**src/rtl/pc_fetch_ctrl_pkg.sv**
```systemverilog
// Shared definitions for the PC / instruction-fetch controller.
package pc_fetch_ctrl_pkg;

  localparam int unsigned DATA_W = 32;
  localparam logic [DATA_W-1:0] NOP = 32'h0000_0000;
  localparam logic [DATA_W-1:0] ALIGN_MASK = 32'hFFFF_FFFC;

  typedef enum logic [1:0] {
    IDLE  = 2'd0,
    FETCH = 2'd1,
    HOLD  = 2'd2
  } fetch_state_e;

endpackage

```
**src/rtl/pc_fetch_ctrl_if.sv**
```systemverilog
// Instruction-memory request/response bus between fetch controller and imem.
interface pc_fetch_ctrl_if
  import pc_fetch_ctrl_pkg::*;
();

  logic              imem_req_o;
  logic [DATA_W-1:0] imem_addr_o;
  logic              imem_ready_i;
  logic [DATA_W-1:0] imem_rdata_i;

  modport master (
    output imem_req_o,
    output imem_addr_o,
    input  imem_ready_i,
    input  imem_rdata_i
  );

  modport slave (
    input  imem_req_o,
    input  imem_addr_o,
    output imem_ready_i,
    output imem_rdata_i
  );

endinterface

```
**src/rtl/pc_fetch_ctrl.sv**
```systemverilog
// PC register and fetch sequencer: IDLE -> FETCH -> HOLD, with branch/jump redirect.
module pc_fetch_ctrl
  import pc_fetch_ctrl_pkg::*;
#(
  parameter logic [DATA_W-1:0] RESET_PC = 32'h0000_0000
) (
  input  logic                 clk_i,
  input  logic                 rst_i,
  input  logic [DATA_W-1:0]    pc_plus4_i,
  input  logic                 branch_taken_i,
  input  logic [DATA_W-1:0]    branch_target_i,
  input  logic                 jump_i,
  input  logic [DATA_W-1:0]    jump_target_i,
  input  logic                 stall_i,
  pc_fetch_ctrl_if.master      imem,
  output logic [DATA_W-1:0]    pc_o,
  output logic [DATA_W-1:0]    instr_o,
  output logic                 instr_valid_o,
  output logic [DATA_W-1:0]    instr_pc_o,
  output logic [DATA_W-1:0]    fetch_count_o
);

  fetch_state_e      r_state, w_state_nx;
  logic [DATA_W-1:0] r_pc, w_pc_nx;
  logic [DATA_W-1:0] r_instr, w_instr_nx;
  logic [DATA_W-1:0] r_instr_pc, w_instr_pc_nx;
  logic              r_valid, w_valid_nx;
  logic [DATA_W-1:0] r_count, w_count_nx;
  logic              r_pend, w_pend_nx;
  logic [DATA_W-1:0] r_pend_tgt, w_pend_tgt_nx;

  logic              w_redirect;
  logic [DATA_W-1:0] w_target;

  assign w_redirect = jump_i | branch_taken_i;
  assign w_target   = (jump_i ? jump_target_i : branch_target_i) & ALIGN_MASK;

  always_ff @(posedge clk_i) begin
    if (rst_i) begin
      r_state    <= IDLE;
      r_pc       <= RESET_PC;
      r_instr    <= NOP;
      r_instr_pc <= '0;
      r_valid    <= 1'b0;
      r_count    <= '0;
      r_pend     <= 1'b0;
      r_pend_tgt <= '0;
    end else begin
      r_state    <= w_state_nx;
      r_pc       <= w_pc_nx;
      r_instr    <= w_instr_nx;
      r_instr_pc <= w_instr_pc_nx;
      r_valid    <= w_valid_nx;
      r_count    <= w_count_nx;
      r_pend     <= w_pend_nx;
      r_pend_tgt <= w_pend_tgt_nx;
    end
  end

  always_comb begin
    w_state_nx    = r_state;
    w_pc_nx       = r_pc;
    w_instr_nx    = r_instr;
    w_instr_pc_nx = r_instr_pc;
    w_valid_nx    = r_valid;
    w_count_nx    = r_count;
    w_pend_nx     = r_pend;
    w_pend_tgt_nx = r_pend_tgt;

    unique case (r_state)
      IDLE: begin
        if (w_redirect) w_pc_nx = w_target;
        w_state_nx = FETCH;
      end
      FETCH: begin
        // A fresh redirect beats a saved one; either way the returned word is dropped.
        if (imem.imem_ready_i) begin
          if (w_redirect) begin
            w_pc_nx   = w_target;
            w_pend_nx = 1'b0;
          end else if (r_pend) begin
            w_pc_nx   = r_pend_tgt;
            w_pend_nx = 1'b0;
          end else begin
            w_instr_nx    = imem.imem_rdata_i;
            w_instr_pc_nx = r_pc;
            w_valid_nx    = 1'b1;
            w_state_nx    = HOLD;
          end
        end else if (w_redirect) begin
          w_pend_nx     = 1'b1;
          w_pend_tgt_nx = w_target;
        end
      end
      HOLD: begin
        if (w_redirect) begin
          w_valid_nx = 1'b0;
          w_pc_nx    = w_target;
          w_state_nx = FETCH;
        end else if (!stall_i) begin
          w_valid_nx = 1'b0;
          w_pc_nx    = pc_plus4_i;
          w_count_nx = r_count + 32'd1;
          w_state_nx = FETCH;
        end
      end
      default: w_state_nx = IDLE;
    endcase
  end

  assign imem.imem_req_o  = (r_state == FETCH);
  assign imem.imem_addr_o = r_pc;
  assign pc_o             = r_pc;
  assign instr_o          = r_instr;
  assign instr_valid_o    = r_valid;
  assign instr_pc_o       = r_instr_pc;
  assign fetch_count_o    = r_count;

endmodule

```
**src/flat_wrapper.sv**
```systemverilog
// flat-port wrapper written by rule: the top's interface ports become plain ports
module pc_fetch_ctrl_flat import pc_fetch_ctrl_pkg::*;
#(
  parameter logic [DATA_W-1:0] RESET_PC = 32'h0000_0000
)
  (clk_i, rst_i, pc_plus4_i, branch_taken_i, branch_target_i, jump_i, jump_target_i, stall_i, pc_o, instr_o, instr_valid_o, instr_pc_o, fetch_count_o, imem_imem_req_o, imem_imem_addr_o, imem_imem_ready_i, imem_imem_rdata_i);
  pc_fetch_ctrl_if imem_i ();
  input  logic clk_i;
  input  logic rst_i;
  input  logic [DATA_W-1:0] pc_plus4_i;
  input  logic branch_taken_i;
  input  logic [DATA_W-1:0] branch_target_i;
  input  logic jump_i;
  input  logic [DATA_W-1:0] jump_target_i;
  input  logic stall_i;
  output logic [DATA_W-1:0] pc_o;
  output logic [DATA_W-1:0] instr_o;
  output logic instr_valid_o;
  output logic [DATA_W-1:0] instr_pc_o;
  output logic [DATA_W-1:0] fetch_count_o;
  output wire logic [$bits(imem_i.imem_req_o)-1:0] imem_imem_req_o;
  output wire logic [$bits(imem_i.imem_addr_o)-1:0] imem_imem_addr_o;
  input wire logic [$bits(imem_i.imem_ready_i)-1:0] imem_imem_ready_i;
  input wire logic [$bits(imem_i.imem_rdata_i)-1:0] imem_imem_rdata_i;
  assign imem_imem_req_o = imem_i.imem_req_o;
  assign imem_imem_addr_o = imem_i.imem_addr_o;
  assign imem_i.imem_ready_i = imem_imem_ready_i;
  assign imem_i.imem_rdata_i = imem_imem_rdata_i;
  pc_fetch_ctrl #(.RESET_PC(RESET_PC)) u_core (.clk_i(clk_i), .rst_i(rst_i), .pc_plus4_i(pc_plus4_i), .branch_taken_i(branch_taken_i), .branch_target_i(branch_target_i), .jump_i(jump_i), .jump_target_i(jump_target_i), .stall_i(stall_i), .imem(imem_i), .pc_o(pc_o), .instr_o(instr_o), .instr_valid_o(instr_valid_o), .instr_pc_o(instr_pc_o), .fetch_count_o(fetch_count_o));
endmodule
```
**config.mk**
```make
export PLATFORM = sky130hd
export DESIGN_NAME = pc_fetch_ctrl_flat
export DESIGN_NICKNAME = d
export VERILOG_FILES = /design/src/rtl/pc_fetch_ctrl_pkg.sv /design/src/rtl/pc_fetch_ctrl_if.sv /design/src/rtl/pc_fetch_ctrl.sv /design/src/flat_wrapper.sv
export SDC_FILE = /design/constraint.sdc
export NUM_CORES = 1
export LEC_CHECK = 0
export CAP_MARGIN = 15
export CORE_MARGIN = 2
export CORE_UTILIZATION = 40
export CTS_CLUSTER_DIAMETER = 40
export DETAILED_ROUTE_END_ITERATION = 6
export HOLD_SLACK_MARGIN = 0.12
export PLACE_DENSITY = 0.75
export SKIP_LAST_GASP = 1
export SLEW_MARGIN = 40
export SYNTH_ARGS = -nofsm -noshare
export SYNTH_HDL_FRONTEND = slang
export SYNTH_SLANG_ARGS = --single-unit
```
**constraint.sdc**
```tcl
create_clock -name clk_i -period 3.11 [get_ports clk_i]
set_input_delay 0.622 -clock clk_i [delete_from_list [all_inputs] [get_ports clk_i]]
set_output_delay 0.622 -clock clk_i [all_outputs]
set_load 0.02 [all_outputs]
```
* Word-level counts from Yosys, hierarchy flattened
Cells that the tools add are included.
Cells by class: add/subtract/negate cells 1, multipliers 0, div/mod/pow operators 0, magnitude comparators 0, equality and inequality tests 8, shift-type cells 0, multiplexer cells 22, bitwise logic cells 5, reduce and logical (&&, ||, !) cells 11
Operators with widths (count):
- $mux W32 | 7
- $pmux W32 S3 | 1
- $add A32 B1 Y32 const B | 1
- $mux W2 | 5
- $reduce_and A5 Y1 | 2
- $reduce_and A4 Y1 | 2
- $mux W1 | 7
- $pmux W2 S3 | 1
- $reduce_and A3 Y1 | 2
- $ne A2 B1 Y1 const B | 2
- $ne A2 B2 Y1 const B | 2
- $not A1 Y1 | 4
- $reduce_bool A2 Y1 | 2
- $ne A3 B1 Y1 const B | 1
- $ne A3 B2 Y1 const B | 1
- $reduce_bool A3 Y1 | 1
- $eq A2 B1 Y1 const B | 1
- $eq A2 B2 Y1 const B | 1
- $logic_not A2 Y1 | 1
- $pmux W1 S2 | 1
- $reduce_and A2 Y1 | 1
- $or A1 B1 Y1 | 1
Storage, ports and cells: register bits after elaboration 162, bits in latches 0, bits in writable memories 0, ROM bits 0, input port bits 134, output and inout bits 162, memories kept 0

* Logic depth before layout (Yosys ltp)
depth after elaboration 4, mapped depth 8

* Worst setup path after synthesis
No wires, ideal clock.
path kind input to register, from input port branch_taken_i, to register u_core.r_count[31], in the netlist u_core.fetch_count_o[31], library setup time 0.121 ns, arrival 2.333 ns, slack 0.656 ns, cell stages on the path 7, cells stage by stage buf_6 or4b_4 buf_6 or2_4 buf_6 nor4_1 mux2_2
Between the ends: cells in the longest elaborated chain, start to end 3
RTL lines:
- start, declared | RTL line flat_wrapper.sv:11 | input logic branch_taken_i;
- $or A1 B1 Y1 | RTL line pc_fetch_ctrl.sv:35 | assign w_redirect = jump_i | branch_taken_i;
- $not A1 Y1 (no line)
- $reduce_and A3 Y1 (no line)
- end signal, assigned | RTL line pc_fetch_ctrl.sv:54 | r_count <= w_count_nx;
- end, declared | RTL line pc_fetch_ctrl.sv:28 | logic [DATA_W-1:0] r_count, w_count_nx;
Every way passes these cells. A chain may end at the register's enable or synchronous reset.

* Worst setup path after layout
from register u_core.r_state[1], to output port imem_imem_req_o
Between the ends: cells in the longest elaborated chain, start to end 1
RTL lines:
- start, declared | RTL line pc_fetch_ctrl.sv:23 | fetch_state_e r_state, w_state_nx;
- start signal, assigned | RTL line pc_fetch_ctrl.sv:49 | r_state <= w_state_nx;
- $eq A2 B1 Y1 | RTL line pc_fetch_ctrl.sv:111 | assign imem.imem_req_o = (r_state == FETCH);
- end, declared | RTL line flat_wrapper.sv:21 | output wire logic [$bits(imem_i.imem_req_o)-1:0] imem_imem_req_o;
Every way passes these cells.

==> run metrics <==
status=finished, violations left; failing checks=DRC; actual slew at the worst max-slew pin=0.6880 ns; setup TNS=0 ns; Pwr Density=711.0 mW/mm2; hpwl dp=15900 um; WS Path Type=reg2out; GR Util met1=29.85%; Final Skew=0.007740 ns; largest net degree at the start of global routing=77; Initial DRT Pass Iterations=7; endpoints failing setup=0; DRC=17; GRT met2 Usage=38.03%; sequential share of power=34.6%; die area=0.01963 mm2; non-filler cells, final=1385; CP Max Fanout=40; Total GRT Usage=22.89%; Synth area leader=dfxtp_1; initial antenna violation count=0; clk buf depth=2; GRT Max-Usage Layer=met2; number of global-route vias before repair=6764; Initial Util=40.98%; cts hold-fix bufs=0; Pins Over Slew Limit=0; Placed Cells=1353; hold slack=0.4509 ns; Clk pwr share=28.3%; met3 Usage GRT=4.615%; final global-route overflow total=0; synthesized area per cell=8.020 um2; unrepaired setup endpoints after global routing=no; Vias/cell=5.266; Static Leak=3.710 nW; sw frac=36.78%; FFs w/ async S/R, synth=0%; peak supply drop=0.4166 mV; root buf cell=clkbuf_16; dominant cell by count in the synthesized netlist=dfxtp_1; Chip Height=140.1 um; number of synthesized flops with an enable pin=0; sequential share of the synthesized area=43.76%; Combinational Power Share=37.1%; crit path capture type=primary output; Detailed Route Iter0 Violations=501; Port-buffer cells=291; via count of the routed design=7293; Final Hold Fails=0; CP startpoint kind=flip-flop; fillers=1627; number of synthesized register bits=162; top post-synthesis cells by area=dfxtp_1 (44%), a21oi_1 (9.5%), nand2_1 (7.3%); core area=0.01809 mm2; yosys warns=0; Sw Pwr=0.002853 W; clk sinks=162; Mapped Area=0.007411 mm2; Syn-to-layout area delta=47.21%; f_max=359.9 MHz; Post CTS Setup Buffer Count=0; area of the multi-input gates=0.003622 mm2; Syn Inst Count=924; fin nets=1283; Data required, critical path=2.49 ns; Critical Path AT=2.16 ns; GPL Wtd Cong=0.8231; first-pass GRT wire length=36170 um; die width=140.1 um; post-route clock period utilization=89.35%; Worst-path clk slew=0.06 ns; min Tclk post-route=2.779 ns; layout cell share with drive strength beyond 1=6.401%; syn nets=1064; top cell type's share of synthesized area=43.76%; max cap viols=0; FP Rows=49; Sequential cell area=0.003243 mm2; DRT Wirelength=22900 um; internal power=0.004903 W; H-tree levels=4; clk_lat worst skew=0.43 ns; commonest cells in the netlist=dfxtp_1 (162), nand2_1 (144), a21oi_1 (141); DRT antenna net count=0; Netlist cell types=38; CTS tree=yes; post-CTS sizing=0; WL/cell=16.53 um; top_reg_cell synth=dfxtp_1; I/O pin count=296; Inserted Diodes=0; CTS Buf Count=17; Worst slew margin=54.13%; Tightest Hold Check Type=reg2reg
cell type report:
cell class / count / share of cell area (%)
Clock buffer: 18 / 4.026
Tap cell: 229 / 2.626
Timing Repair Buffer: 310 / 28.55
Sequential cell: 162 / 29.73
Clock inverter: 14 / 1.629
Inverter: 7 / 0.2409
Multi-Input combinational cell: 645 / 33.20
layout by cell type, fill, tap and decap left out, types with 9 or more instances in the layout:
master and instances:
nand3_1 12, nand4_1 9, a22oi_1 31, clkdlybuf4s50_1 289, mux2i_1 32, a211oi_1 31
nor2b_1 9, nor3_1 33, a21oi_1 140, or3_1 9, nand2_1 144, clkbuf_16 17
nor4_1 41, nor2_1 84, buf_4 14, dfxtp_1 162
final timing paths:
kind,slack (ns),from,cells past startpoint,end
max reg2reg,0.77,u_core.fetch_count_o[4]$_SDFFE_PP0P_,4,u_core.fetch_count_o[31]$_SDFFE_PP0P_
min reg2reg,0.45,u_core.instr_pc_o[14]$_SDFFE_PP0P_,2,u_core.instr_pc_o[14]$_SDFFE_PP0P_
min,0.45,u_core.instr_pc_o[14]$_SDFFE_PP0P_,2,u_core.instr_pc_o[14]$_SDFFE_PP0P_
max,0.33,u_core.r_state[1]$_SDFFE_PP0P_,4,imem_imem_req_o
critical path: stages (launching register included):
cell	delay, ns
dfxtp_1	0.34
inv_1	0.11
ha_1	0.17
buf_4	0.41
clkdlybuf4s50_1	0.70
per-stage QoR:
| step | util [%] | setup slack [ns] | cell area (um2) | power, W |
|---|---|---|---|---|
| final | 60.32 | 0.3313 | 10910 | 0.007756 |
| after global routing | 60.32 | 0.2282 | 10910 | 0.008156 |
| after CTS | 60.30 | 0.3238 | 10910 | 0.007789 |
| after detailed placement | 56.89 | 0.3340 | 10290 | 0.005586 |
| after global placement | 56.87 | 0.2441 | 10290 | 0.005555 |
| after floorplan | - | 0.6559 | 7411 | 0.004442 |
power by group through the flow:
stage | Sequential, W | Combinational (W) | Clock, W
floorplan | 0.00282 | 0.00162 | 0
global route | 0.00272 | 0.00310 | 0.00233
detailed placement | 0.00273 | 0.00286 | 0
global placement | 0.00273 | 0.00283 | 0
CTS | 0.00269 | 0.00287 | 0.00223
finish | 0.00269 | 0.00287 | 0.00220
state kept, by name (all words and copies together) (netlist names):
signal	cells
u_core.instr_valid_o	1
u_core.imem.imem_addr_o	32
u_core.r_state	2
u_core.r_pend	1
u_core.fetch_count_o	32
u_core.r_pend_tgt	30
u_core.instr_o	32
u_core.instr_pc_o	32
routing by layer:
layer  vias to the layer above  part of all wire [%]
met5                         -                     0
met4                         0                   1.7
li1                       3663                     -
met3                        28                   6.7
met2                       287                    49
met1                      3315                    43
cells by family (layout without fill, tap and decap cells):
logic type | count (synthesis) | after routing | share of synthesized area (%)
AND/OR/NAND/NOR | 365 | 365 | 22.91
AO/OA/AOI/OAI | 223 | 223 | 17.58
flip-flops | 162 | 162 | 43.76
buffers and inverters | 117 | 349 | 7.901
multiplexers | 40 | 40 | 5.538
XOR/XNOR | 11 | 11 | 1.300
adder cells (fa/ha/maj) | 6 | 6 | 1.013
(Power assumes the default switching activity.)
